`src/rtl/cordic_div_pkg.sv`:
```
// Shared types and constants for the linear-vectoring CORDIC divider:
// front-end FSM states, the side-band record and the quotient scale.
package cordic_div_pkg;

  localparam int CDIV_DATA_WIDTH = 12;
  // z carries 2*DATA_WIDTH fractional bits; cordic_divider uses the same scale
  localparam int CDIV_Z_WIDTH    = 2 * CDIV_DATA_WIDTH;
  localparam int CDIV_SHIFT_W    = 5;
  localparam int CDIV_TAG_WIDTH  = 8;

  typedef enum logic [1:0] {
    ST_IDLE,
    ST_NORM,
    ST_ISSUE
  } state_t;

  typedef struct packed {
    logic                      valid;
    logic [CDIV_SHIFT_W-1:0]   shift;
    logic                      zero;
    logic                      sat;
    logic [CDIV_TAG_WIDTH-1:0] tag;
  } sb_t;

endpackage

```
`src/rtl/cordic_sb_delay.sv`:
```
// Side-band delay line matching the latency of the CORDIC iteration stages.
// Only the valid bits are reset; payloads simply follow the data.
module cordic_sb_delay
  import cordic_div_pkg::*;
#(
  parameter int STAGES = 24
) (
  input  logic clk,
  input  logic rst,
  input  sb_t  sb_in,
  output sb_t  sb_out
);

  logic [STAGES-1:0] vld;
  sb_t               pay [STAGES];

  always_ff @(posedge clk) begin
    if (rst) begin
      vld <= '0;
    end else begin
      vld <= (vld << 1) | STAGES'(sb_in.valid);
    end
  end

  always_ff @(posedge clk) begin
    pay[0] <= sb_in;
    for (int i = 1; i < STAGES; i++) begin
      pay[i] <= pay[i-1];
    end
  end

  always_comb begin
    sb_out       = pay[STAGES-1];
    sb_out.valid = vld[STAGES-1];
  end

endmodule

```
`src/rtl/cordic_div_prep.sv`:
```
// Operand front end for the CORDIC divider: accepts num/den, shifts the divisor
// left until it exceeds the numerator, then issues the stage-0 vector once.
module cordic_div_prep
  import cordic_div_pkg::*;
#(
  parameter int SUM_WIDTH  = 26,
  parameter int DATA_WIDTH = CDIV_DATA_WIDTH,
  parameter int STAGES     = 24,
  parameter int SHIFT_W    = CDIV_SHIFT_W,
  parameter int TAG_WIDTH  = CDIV_TAG_WIDTH
) (
  input  logic                    clk,
  input  logic                    rst,
  input  logic                    in_valid,
  output logic                    in_ready,
  input  logic [SUM_WIDTH-1:0]    num_i,
  input  logic [SUM_WIDTH-1:0]    den_i,
  input  logic [TAG_WIDTH-1:0]    tag_i,
  output logic [SUM_WIDTH:0]      a_o,
  output logic [SUM_WIDTH-1:0]    b_o,
  output logic [2*DATA_WIDTH-1:0] z_o,
  output logic                    issue_valid_o,
  output logic                    sb_valid_o,
  output logic [SHIFT_W-1:0]      sb_shift_o,
  output logic                    sb_zero_o,
  output logic                    sb_sat_o,
  output logic [TAG_WIDTH-1:0]    sb_tag_o
);

  state_t                 state, state_next;
  logic [SUM_WIDTH-1:0]   num_r, den_r;
  logic [SHIFT_W-1:0]     k;
  logic [TAG_WIDTH-1:0]   tag_r;
  logic                   zero_r, sat_r;
  logic                   den_is_zero, den_above, den_top;
  sb_t                    sb_in, sb_out;

  // NORM priority: zero divisor, already normalised, then saturation, else shift
  assign den_is_zero = (den_r == '0);
  assign den_above   = (den_r > num_r);
  assign den_top     = den_r[SUM_WIDTH-1];

  always_ff @(posedge clk) begin
    if (rst) begin
      state  <= ST_IDLE;
      num_r  <= '0;
      den_r  <= '0;
      k      <= '0;
      tag_r  <= '0;
      zero_r <= 1'b0;
      sat_r  <= 1'b0;
    end else begin
      state <= state_next;
      case (state)
        ST_IDLE: begin
          if (in_valid) begin
            num_r  <= num_i;
            den_r  <= den_i;
            tag_r  <= tag_i;
            k      <= '0;
            zero_r <= 1'b0;
            sat_r  <= 1'b0;
          end
        end
        ST_NORM: begin
          if (den_is_zero) begin
            zero_r <= 1'b1;
          end else if (den_above) begin
            k <= k;
          end else if (den_top) begin
            sat_r <= 1'b1;
          end else begin
            den_r <= {den_r[SUM_WIDTH-2:0], 1'b0};
            k     <= k + SHIFT_W'(1);
          end
        end
        default: begin
          k <= k;
        end
      endcase
    end
  end

  always_comb begin
    state_next    = state;
    in_ready      = 1'b0;
    issue_valid_o = 1'b0;
    case (state)
      ST_IDLE: begin
        in_ready = 1'b1;
        if (in_valid) state_next = ST_NORM;
      end
      ST_NORM: begin
        if (den_is_zero || den_above || den_top) state_next = ST_ISSUE;
      end
      ST_ISSUE: begin
        issue_valid_o = 1'b1;
        state_next    = ST_IDLE;
      end
      default: state_next = ST_IDLE;
    endcase
  end

  always_comb begin
    sb_in.valid = issue_valid_o;
    sb_in.shift = k;
    sb_in.zero  = zero_r;
    sb_in.sat   = sat_r;
    sb_in.tag   = tag_r;
  end

  cordic_sb_delay #(
    .STAGES (STAGES)
  ) u_sb_delay (
    .clk    (clk),
    .rst    (rst),
    .sb_in  (sb_in),
    .sb_out (sb_out)
  );

  assign a_o        = {1'b0, num_r};
  assign b_o        = den_r;
  assign z_o        = '0;
  assign sb_valid_o = sb_out.valid;
  assign sb_shift_o = sb_out.shift;
  assign sb_zero_o  = sb_out.zero;
  assign sb_sat_o   = sb_out.sat;
  assign sb_tag_o   = sb_out.tag;

endmodule

```
`config.mk`:
```
export PLATFORM = sky130hd
export DESIGN_NAME = cordic_div_prep
export DESIGN_NICKNAME = d
export VERILOG_FILES = /design/src/rtl/cordic_div_pkg.sv /design/src/rtl/cordic_sb_delay.sv /design/src/rtl/cordic_div_prep.sv
export SDC_FILE = /design/constraint.sdc
export NUM_CORES = 1
export LEC_CHECK = 0
export CAP_MARGIN = 20
export CORE_ASPECT_RATIO = 1.25
export CORE_UTILIZATION = 50
export CTS_BUF_LIST = sky130_fd_sc_hd__clkbuf_16
export DETAILED_ROUTE_END_ITERATION = 10
export GPL_TIMING_DRIVEN = 0
export PLACE_DENSITY = 0.74
export REMOVE_ABC_BUFFERS = 1
export SLEW_MARGIN = 10
export SYNTH_ARGS = -nofsm -noshare
export SYNTH_HDL_FRONTEND = slang
export SYNTH_SLANG_ARGS = --single-unit
export TNS_END_PERCENT = 20
```
`constraint.sdc`:
```
create_clock -name clk -period 6.1 [get_ports clk]
set_clock_uncertainty 0.15 [all_clocks]
set_input_delay 1.525 -clock clk [delete_from_list [all_inputs] [get_ports clk]]
set_output_delay 1.525 -clock clk [all_outputs]
set_load 0.02 [all_outputs]
```
# After elaboration in Yosys (flattened, before gate mapping)

Memories as Yosys holds them, arrays and structs flattened.
Cells that the tools add are included.
Widths: inputs -> output; s select.

Memories: 1
Bits in writable memories: 384
Register bits: 93
Input port bits: 63
Output and inout bits: 95

Memories:

| name           | words | bits a word | rd ports | clocked after Yosys merged registers in | wr ports | line                  | source |
|---|---|---|---|---|---|---|---|
| u_sb_delay.pay | 24    | 16          | 24       | 0                                       | 24       | cordic_sb_delay.sv:15 | `sb_t pay [STAGES];` |

Reduce and logical (&&, ||, !) cells: 11
Add/sub/neg operators: 1
$lt $le $gt $ge: 1
Equal/unequal tests: 9
Bitwise operators: 1
Mux-type cells: 22

Operator list:

| kind                | count |
|---|---|
| $mux 26             | 4 |
| $pmux 26 s2         | 1 |
| $gt 26x26->1        | 1 |
| $logic_not 26->1    | 1 |
| $or 24x1->24        | 1 |
| $mux 5              | 4 |
| $ne 2x2->1 const B  | 7 |
| $pmux 5 s2          | 1 |
| $reduce_and 5->1    | 2 |
| $mux 1              | 7 |
| $add 5x1->5 const B | 1 |
| $mux 2              | 2 |
| $pmux 1 s2          | 2 |
| $pmux 2 s2          | 1 |
| $reduce_and 2->1    | 2 |
| $reduce_and 4->1    | 1 |
| $reduce_and 3->1    | 1 |
| $eq 2x1->1 const B  | 1 |
| $eq 2x2->1 const B  | 1 |
| $logic_not 2->1     | 1 |
| $logic_or 1x1->1    | 2 |
| $reduce_bool 2->1   | 1 |

# Depth between registers and ports, before layout

Depth in word-level cells: 5
Mapped depth: 10
Depth with buffers taken out: 9

# Cells and area by module

From an unflattened synthesis, not the netlist that was laid out.

Cell total of the unflattened synthesis: 906
Area total of the unflattened synthesis: 11858.9 um^2

Modules (own cells, without submodules):

| module          | area each (um^2) | times used | seq. area each (um^2) | cells each |
|---|---|---|---|---|
| cordic_sb_delay | 8020.2           | 1          | 7687.4                | 426 |
| cordic_div_prep | 3838.7           | 1          | 1381.3                | 480 |

# Worst setup path after synthesis

No wires, ideal clock.

Path type: input -> register
From: input rst
To: register den_r[0] (netlist: b_o[0])
Arrival time: 2398 ps
Stages on the path: 4
Library setup time: 132 ps
Buffers on the path: 3
Setup slack: 3420 ps
Data required time: 5818 ps
Path through: clkbuf_1 buf_1 clkbuf_1 a21oi_1

RTL lines:

| item                   | line                  | source |
|---|---|---|
| start: declaration     | cordic_div_prep.sv:13 | `input logic rst,` |
| end signal: assignment | cordic_div_prep.sv:58 | `den_r <= den_i;` |
| end signal: assignment | cordic_div_prep.sv:73 | `den_r <= {den_r[SUM_WIDTH-2:0], 1'b0};` |
| end: declaration       | cordic_div_prep.sv:31 | `logic [SUM_WIDTH-1:0] num_r, den_r;` |

No word-level cell between the ends.

# Final worst setup path

From: register den_r[25] (netlist: b_o[25])
To: output b_o[25]

RTL lines:

| item             | line                  | source |
|---|---|---|
| end: declaration | cordic_div_prep.sv:20 | `output logic [SUM_WIDTH-1:0] b_o,` |

No word-level cell between the ends.

==> results.sh <==
export IMPL_tritoncts="built"
export IMPL_leakage_nw=5.712
export IMPL_insertion_delay_ns=0.52
export IMPL_post_route_period_util_pct=62.33
export IMPL_power_switching_mw=1.461
export IMPL_yosysSeqAreaShare_pct=76.68
export IMPL_reg2reg_from="b_o[25]"
export IMPL_status="complete, no violations"
export IMPL_ys_ff_latch=453
export IMPL_fmax_mhz=263.0
export IMPL_antenna_found_initial=0
export IMPL_postPlaceCellArea_mm2=0.01325
export IMPL_p_total_mw=6.228
export IMPL_post_cts_resized=0
export IMPL_cp_end_kind="output port"
export IMPL_worstMarginPinSlew_ns=0.8396
export IMPL_nets=1122
export IMPL_ys_flop_type="dfxtp_1"
export IMPL_arrival_ns=2.13
export IMPL_switching_share_pct=23.46
export IMPL_port_buffers=132
export IMPL_area_growth_pct=22.68
export IMPL_drt_antenna_violating_nets=0
export IMPL_maxCapViolCount=0
export IMPL_die_x_um=139.6
export IMPL_rsz0062_at_grt="false"
export IMPL_stdcell_area_mm2=0.01451
export IMPL_firstDrtPassIters=4
export IMPL_num_rows=62
export IMPL_hold_buffers=0
export IMPL_rr_endpoint="b_o[11]"
export IMPL_cts_root_buf="clkbuf_16"
export IMPL_combPwrFrac_pct=10.5
export IMPL_max_slew_margin_rel_pct=43.68
export IMPL_htree_levels=2
export IMPL_grt_pass1_wl_um=30490
export IMPL_hold_class="reg2reg"
export IMPL_routed_wl_um=17840
export IMPL_power_share_clock_pct=37.2
export IMPL_initial_core_util_pct=51.16
export IMPL_clk_path_buf_depth=3
export IMPL_die_h_um=173.9
export IMPL_cts_made_buffers=40
export IMPL_path_clk_slew_ns=0.06
export IMPL_grt_pass1_vias=6375
export IMPL_whs_endpoint="u_sb_delay.pay[4][14]"
export IMPL_grt_ovfl_total=0
export IMPL_p_per_area_mw_per_mm2=429.3
export IMPL_path_class="reg2out"
export IMPL_gp_congestion=0.7820
export IMPL_drive_above_1_share_pct=6.409
export IMPL_intPower_mw=4.767
export IMPL_r2r_slack_ns=2.55
export IMPL_pwr_share_seq_pct=52.3
export IMPL_finalCriticalPeriod_ns=3.802
export IMPL_num_antenna_cells=0
export IMPL_synthCells=907
export IMPL_start_kind="flop"
export IMPL_core_area_mm2=0.02312
export IMPL_synth_cell_area_mm2=0.01183
export IMPL_grtUsageTotal_pct=15.48
export IMPL_clock_sinks=453
export IMPL_yosys_warnings=0
export IMPL_final_setup_tns_ns=0
export IMPL_viasPerCell=4.795
export IMPL_routedWlPerCell_um=13.22
export IMPL_cp_max_fo=16
export IMPL_dp_cells=1277
export IMPL_grt_start_max_net_pins=86
export IMPL_finalHoldViolCount=0
export IMPL_finalSetupViolations=0
export IMPL_synth_cell_type_count=45
export IMPL_drv_slew=0
export IMPL_syn_mean_instance_area_um2=13.04
export IMPL_ys_async_sr_fraction_pct=0
export IMPL_ir_worst_vdd_mv=0.3029
export IMPL_hold_depth=0
export IMPL_dieArea_mm2=0.02427
export IMPL_synth_edf_count=0
export IMPL_reg2regPathDepth=7
export IMPL_post_dp_hpwl_um=10930
export IMPL_final_cells=1349
export IMPL_ioPinCount=158
export IMPL_drc_errors=0
export IMPL_cts_setup_buffers=0
export IMPL_worstPathRequired_ns=4.43
export IMPL_min_delay_start="u_sb_delay.pay[3][30]"
export IMPL_num_vias=6469
export IMPL_drt_iter0_drc=261
critical path, stage by stage, from the launching register on:
cell and delay (ns):
dfxtp_1 0.76, buf_8 0.25, clkdlybuf4s50_1 0.62
layout make-up:
| class | count | area, µm² |
|---|---|---|
| Clock buffer | 42 | 1051 |
| Clock inverter | 29 | 192.7 |
| Fill cell | 1755 | 8608 |
| Inverter | 28 | 105.1 |
| Multi-Input combinational cell | 372 | 2302 |
| Sequential cell | 453 | 9069 |
| Tap cell | 288 | 360.3 |
| Timing Repair Buffer | 137 | 1429 |
synthesized netlist by cell type, types with 7 or more instances:
cell type,n,area [µm²]
o31ai_1,24,180.2
clkbuf_1,32,120.1
nand3_1,9,45.04
buf_4,41,307.8
ha_1,27,337.8
nand4_1,7,43.79
nor2b_1,28,175.2
dfxtp_1,453,9069
o2111ai_1,24,210.2
a21oi_1,72,360.4
nor2_1,10,37.54
nor3b_1,24,180.2
inv_1,27,101.4
nor4_1,7,43.79
nand2_1,75,281.5
registers in the layout, summed over array words and instances (netlist names):
signal          count
zero_r              1
num_r              26
u_sb_delay.vld     24
k                   5
state               2
b_o                26
u_sb_delay.pay    360
tag_r               8
sat_r               1
worst max-delay path by stage:
| stage | start | end | slack, ns | depth (start not counted) |
|---|---|---|---|---|
| floorplan | b_o[25] | k[3] | 2.48 | 7 |
| global placement | rst | b_o[4] | -0.95 | 4 |
| detailed placement | b_o[25] | b_o[21] | 2.22 | 7 |
| CTS | b_o[25] | b_o[25] | 1.99 | 1 |
| global route | b_o[25] | b_o[25] | 2.24 | 2 |
| finish | b_o[25] | b_o[25] | 2.30 | 2 |
cell families (layout without fill, tap and decap cells):
group           after synthesis  in the layout  share of synthesized area, %
compound gates              143            143                         7.819
other cells                   1             25                       0.03171
buf+inv                     106            236                         4.761
simple gates                177            177                         7.850
fa+ha+maj                    27             27                         2.857
flops                       453            453                         76.68
metal layers:
| layer | GRT usage, % | wire length (µm) | vias up |
|---|---|---|---|
| met1 | 18.12 | 7297 | 2975 |
| met5 | 0 | 0 | - |
| met3 | 6.556 | 1782 | 36 |
| met4 | 6.364 | 456 | 0 |
| met2 | 25.00 | 8302 | 221 |
| li1 | - | - | 3237 |
metrics by stage:
stage	setup slack (ns)	hold WS (ns)	util [%]
CTS	1.989	0.1695	62.70
detailed placement	2.219	0.1621	57.32
finish	2.298	0.1658	62.76
global route	2.237	0.1678	62.76
global placement	-0.9456	0.1600	56.84
floorplan	2.479	0.1596	-
power by group through the flow:
stage	Clock, mW	Sequential, mW	Combinational, mW
floorplan	0	3.35	0.292
global placement	0	3.32	0.592
detailed placement	0	3.33	0.642
CTS	2.40	3.26	0.646
global route	2.54	3.28	0.716
finish	2.32	3.26	0.653
cells in the final DEF (no fill, tap or decap), types with 25 or more instances in the layout:
cell type / instances
dfxtp_1: 453
clkdlybuf4s50_1: 131
nand2_1: 74
a21oi_1: 71
clkbuf_16: 42
inv_1: 38
nor2b_1: 28
ha_1: 27
conb_1: 25
Power figures use the tool's default switching activity.
==> variant 1 (same flow settings) <==
Set the package constant `CDIV_SHIFT_W` to 10 (it was 5).
--- a/src/rtl/cordic_div_pkg.sv
+++ b/src/rtl/cordic_div_pkg.sv
@@ -5,7 +5,7 @@
   localparam int CDIV_DATA_WIDTH = 12;
   // z carries 2*DATA_WIDTH fractional bits; cordic_divider uses the same scale
   localparam int CDIV_Z_WIDTH    = 2 * CDIV_DATA_WIDTH;
-  localparam int CDIV_SHIFT_W    = 5;
+  localparam int CDIV_SHIFT_W    = 10;
   localparam int CDIV_TAG_WIDTH  = 8;
 
   typedef enum logic [1:0] {
Ports: changed (resized sb_shift_o); port bits go from 158 to 163. The function was not compared with the original's and may differ.
==> variant 1 against the original RTL <==
  * Clock power is 28% higher
  * Synthesized cell count rose by 16%
  * Setup slack gained 0.23 ns
  * Power rose by 24%
  * Non-clock buffer count up 7
  * Maximum frequency rose by 6.4%
  * Routed wire length rose by 17%
  * Critical path depth fell by 1
  * Final area grew 21%
  * Sequential cell count grew 125
  * Area after synthesis grew 22%
  * Critical path type unchanged
==> variant 1: results (changes against the original RTL) <==
global_route:
  track_usage_pct: 14.8  # -0.68 points
  use_met1_pct: 15.3  # -2.8 points
  gr-usage-met2_pct: 26.1  # +1.1 points
detailed_routing:
  drt_wl_total_um: 20900  # +17%
  wl_met3_um: 1860  # +4.3%
  wl_met2_um: 10100  # +22%
  wl_met1_um: 8140  # +12%
  via_count: 7393  # +14%
power:
  pg_seq_w: 0.00407  # +25%
  comb_cell_power_w: 0.000674  # +3.2%
  vdd_drop_max_v: 0.000291  # -4.1%
  p_switching_w: 0.00177  # +21%
synthesis:
  synth_common_cells: "dfxtp_1 (578), nand2_1 (84), a21oi_1 (70), buf_4 (43), inv_1 (28)"
  synth-compound-area-share_pct: 6.52  # -1.3 points
  synthAdderAreaFrac_pct: 2.34  # -0.52 points
timing:
  worstMarginPinSlew_ns: 0.854  # +0.0140 ns
  fin_hold_ws_ns: 0.167  # +0.00119 ns
placement:
  place_ws_ns: 2.35  # +0.133 ns
  portBuffers: 137  # +3.8%
  place_area_um2: 16000  # +21%
  gp_congestion: 0.817  # +4.5%
  place_hpwl_um: 12900  # +18%
outcome:
  outcome: "finished, final reports clean"
final_layout:
  largest_reg_flops: 480  # +33%
  final.fill_count: 2142  # +22%
  drive_gt1_share_pct: 9.70  # +3.3 points
worst_setup_path:
  r2r_setup_slack_ns: 2.60  # +0.05 ns
  rr_worst_depth: 11  # +4
  critPathMaxStageDelay_ns: 0.71  # -0.05 ns
  slowest_stage: "clkdlybuf4s50_1"
worst_hold_path:
  holdPathEnd: "u_sb_delay.pay[4][36]"
  worstHoldStart: "u_sb_delay.pay[4][15]"
-- variant 1: layout make-up --
| cell class | instances | area [um^2] | area share [%] |
|---|---|---|---|
| Sequential cell | 578 | 11600 | 65.8 |
| Clock inverter | 41 | 347 | 1.97 |
| Inverter | 28 | 105 | 0.598 |
| Multi-Input combinational cell | 397 | 2390 | 13.6 |
| Timing Repair Buffer | 144 | 1500 | 8.55 |
| Clock buffer | 49 | 1230 | 6.97 |
| Tap cell | 355 | 444 | 2.53 |
-- variant 1: worst reg2reg max path, delay by kind of cell, from the launching register on --
| kind | cells | cell delay (ns) |
|---|---|---|
| compound gates | 4 | 0.95 |
| simple gates | 3 | 0.82 |
| flops | 1 | 0.64 |
| buf+inv | 3 | 0.62 |
| fa+ha+maj | 1 | 0.24 |
==> variant 2 (same flow settings) <==
Without the edit above. Reset style: asynchronous (`rst`), changed in 2 clocked blocks.
--- a/src/rtl/cordic_sb_delay.sv
+++ b/src/rtl/cordic_sb_delay.sv
@@ -14,7 +14,7 @@
   logic [STAGES-1:0] vld;
   sb_t               pay [STAGES];
 
-  always_ff @(posedge clk) begin
+  always_ff @(posedge clk or posedge rst) begin
     if (rst) begin
       vld <= '0;
     end else begin
--- a/src/rtl/cordic_div_prep.sv
+++ b/src/rtl/cordic_div_prep.sv
@@ -40,7 +40,7 @@
   assign den_above   = (den_r > num_r);
   assign den_top     = den_r[SUM_WIDTH-1];
 
-  always_ff @(posedge clk) begin
+  always_ff @(posedge clk or posedge rst) begin
     if (rst) begin
       state  <= ST_IDLE;
       num_r  <= '0;
Check against the original RTL: differs if rst is asserted again (counterexample within 4 cycles, from zero or initial values and one cycle with rst high); with rst held inactive, the same outputs for 4 cycles.
==> variant 2 against the original RTL <==
  * The flow now finishes with violations (design-rule violations)
  * Area after synthesis decreased by 0.62%
  * Final area increased by 0.16%
  * Routed wire length increased by 1.9%
  * Synthesized cell count decreased by 12%
  * Sequential cell count unchanged
  * Setup slack got worse by 0.010 ns
  * Core utilization increased by 0.31 points
  * Critical path type is now reg2reg
  * Critical endpoint is now b_o[20]
  * Largest cell class unchanged
Power is not compared: it rests on default switching activity, and its combinational part moved more than twofold at a synthesized area within 25%.
==> variant 2: results (changes against the original RTL) <==
worst_setup_path:
  worstPathMaxFanout: 29  # +13
  r2r-start: "b_o[25]"
  cp_top_family: "compound AO/OA/AOI/OAI gates"
  critPathMaxStageDelay_ns: 0.72  # -0.04 ns
  slowest_stage: "dfrtp_1"
  cp-endpoint: "b_o[20]"
global_route:
  grt_pass1_vias: 5964  # -6.4%
  track_usage_pct: 15.7  # +0.25 points
  grt_max_degree: 74  # -14%
placement:
  place_hpwl_um: 11600  # +6.4%
  dp_cells: 1202  # -5.9%
  place_area_um2: 13300  # +0.62%
final_layout:
  nonClockInverterCount: 31  # +11%
  final.fill_count: 1712  # -2.5%
  drive_gt1_share_pct: 9.77  # +3.4 points
  area_growth_pct: 23.7
  layout.cells.non_filler: 1271  # -5.8%
  multi_input_area_share_pct: 12.9  # -3.0 points
  clockBufferCount: 43  # +2.4%
  multi_input_cells: 292  # -22%
  clkCellAreaFrac_pct: 8.26  # -0.32 points
  buffers_excl_clock: 138  # +0.73%
  seq_area_share_pct: 65.6  # +3.1 points
  buf_share_pct: 9.95  # +0.10 points
timing:
  fin_hold_ws_ns: 0.173  # +0.00720 ns
  worstMarginPinSlew_ns: 0.746  # -0.0933 ns
outcome:
  failed_checks: "design-rule violations"
  outcome: "finished with violations"
synthesis:
  synthTopCellsByArea: "dfxtp_1 (61%), dfrtp_1 (20%), ha_1 (2.9%)"
  synth.distinct_cells: 40  # -11%
  netlist_instances: 802  # -12%
worst_hold_path:
  holdPathEnd: "u_sb_delay.pay[18][4]"
  worstHoldStart: "u_sb_delay.pay[17][4]"
clocking:
  cts_buffers: 38  # -5.0%
detailed_routing:
  vias_per_cell: 4.69  # -2.2%
  drc_errors: 7  # +7
  first_pass_iters: 8  # +4
-- variant 2: cell types whose count changed after synthesis, sizes merged, moves of 7 or more --
cell | unedited run | this run
clkbuf | 32 | 13
a21oi | 72 | 64
o2111ai | 24 | 0
buf | 46 | 37
dfxtp | 453 | 360
o31ai | 24 | 0
nor2b | 28 | 3
nand2 | 75 | 35
dfrtp | 0 | 93
o21ai | 5 | 36
nand3 | 9 | 2
mux2 | 0 | 10
nor3 | 4 | 27
-- variant 2: power by group through the flow --
| stage | combinational, W | clock, W | sequential, W |
|---|---|---|---|
| global route | 0.00218 | 0.00245 | 0.00485 |
| CTS | 0.00201 | 0.00233 | 0.00474 |
| floorplan | 0.000877 | 0 | 0.00489 |
| finish | 0.00199 | 0.00225 | 0.00471 |
| global placement | 0.00186 | 0 | 0.00472 |
| detailed placement | 0.00199 | 0 | 0.00478 |
-- variant 2: cell families (layout without fill, tap and decap cells) --
| group | count (synthesis) | after routing | share of synthesized area (%) |
|---|---|---|---|
| muxes | 10 | 10 | 0.958 |
| AOI/OAI and AO/OA | 112 | 112 | 5.82 |
| DFF | 453 | 453 | 81.1 |
| and+or+nand+nor | 118 | 118 | 5.44 |
| adders and majority gates | 27 | 27 | 2.87 |
| buffers and inverters | 81 | 238 | 3.75 |
| other | 1 | 25 | 0.0319 |
-- variant 2: layer usage --
| layer | vias up | routed length (um) | global-route usage [%] | share of wire (%) |
|---|---|---|---|---|
| li1 | 2902 | - | - | - |
| met1 | 2812 | 7130 | 17.7 | 39 |
| met2 | 195 | 8960 | 27.3 | 49 |
| met3 | 50 | 1630 | 5.88 | 8.9 |
| met4 | 0 | 469 | 5.69 | 2.6 |
| met5 | - | 0 | 0 | 0 |
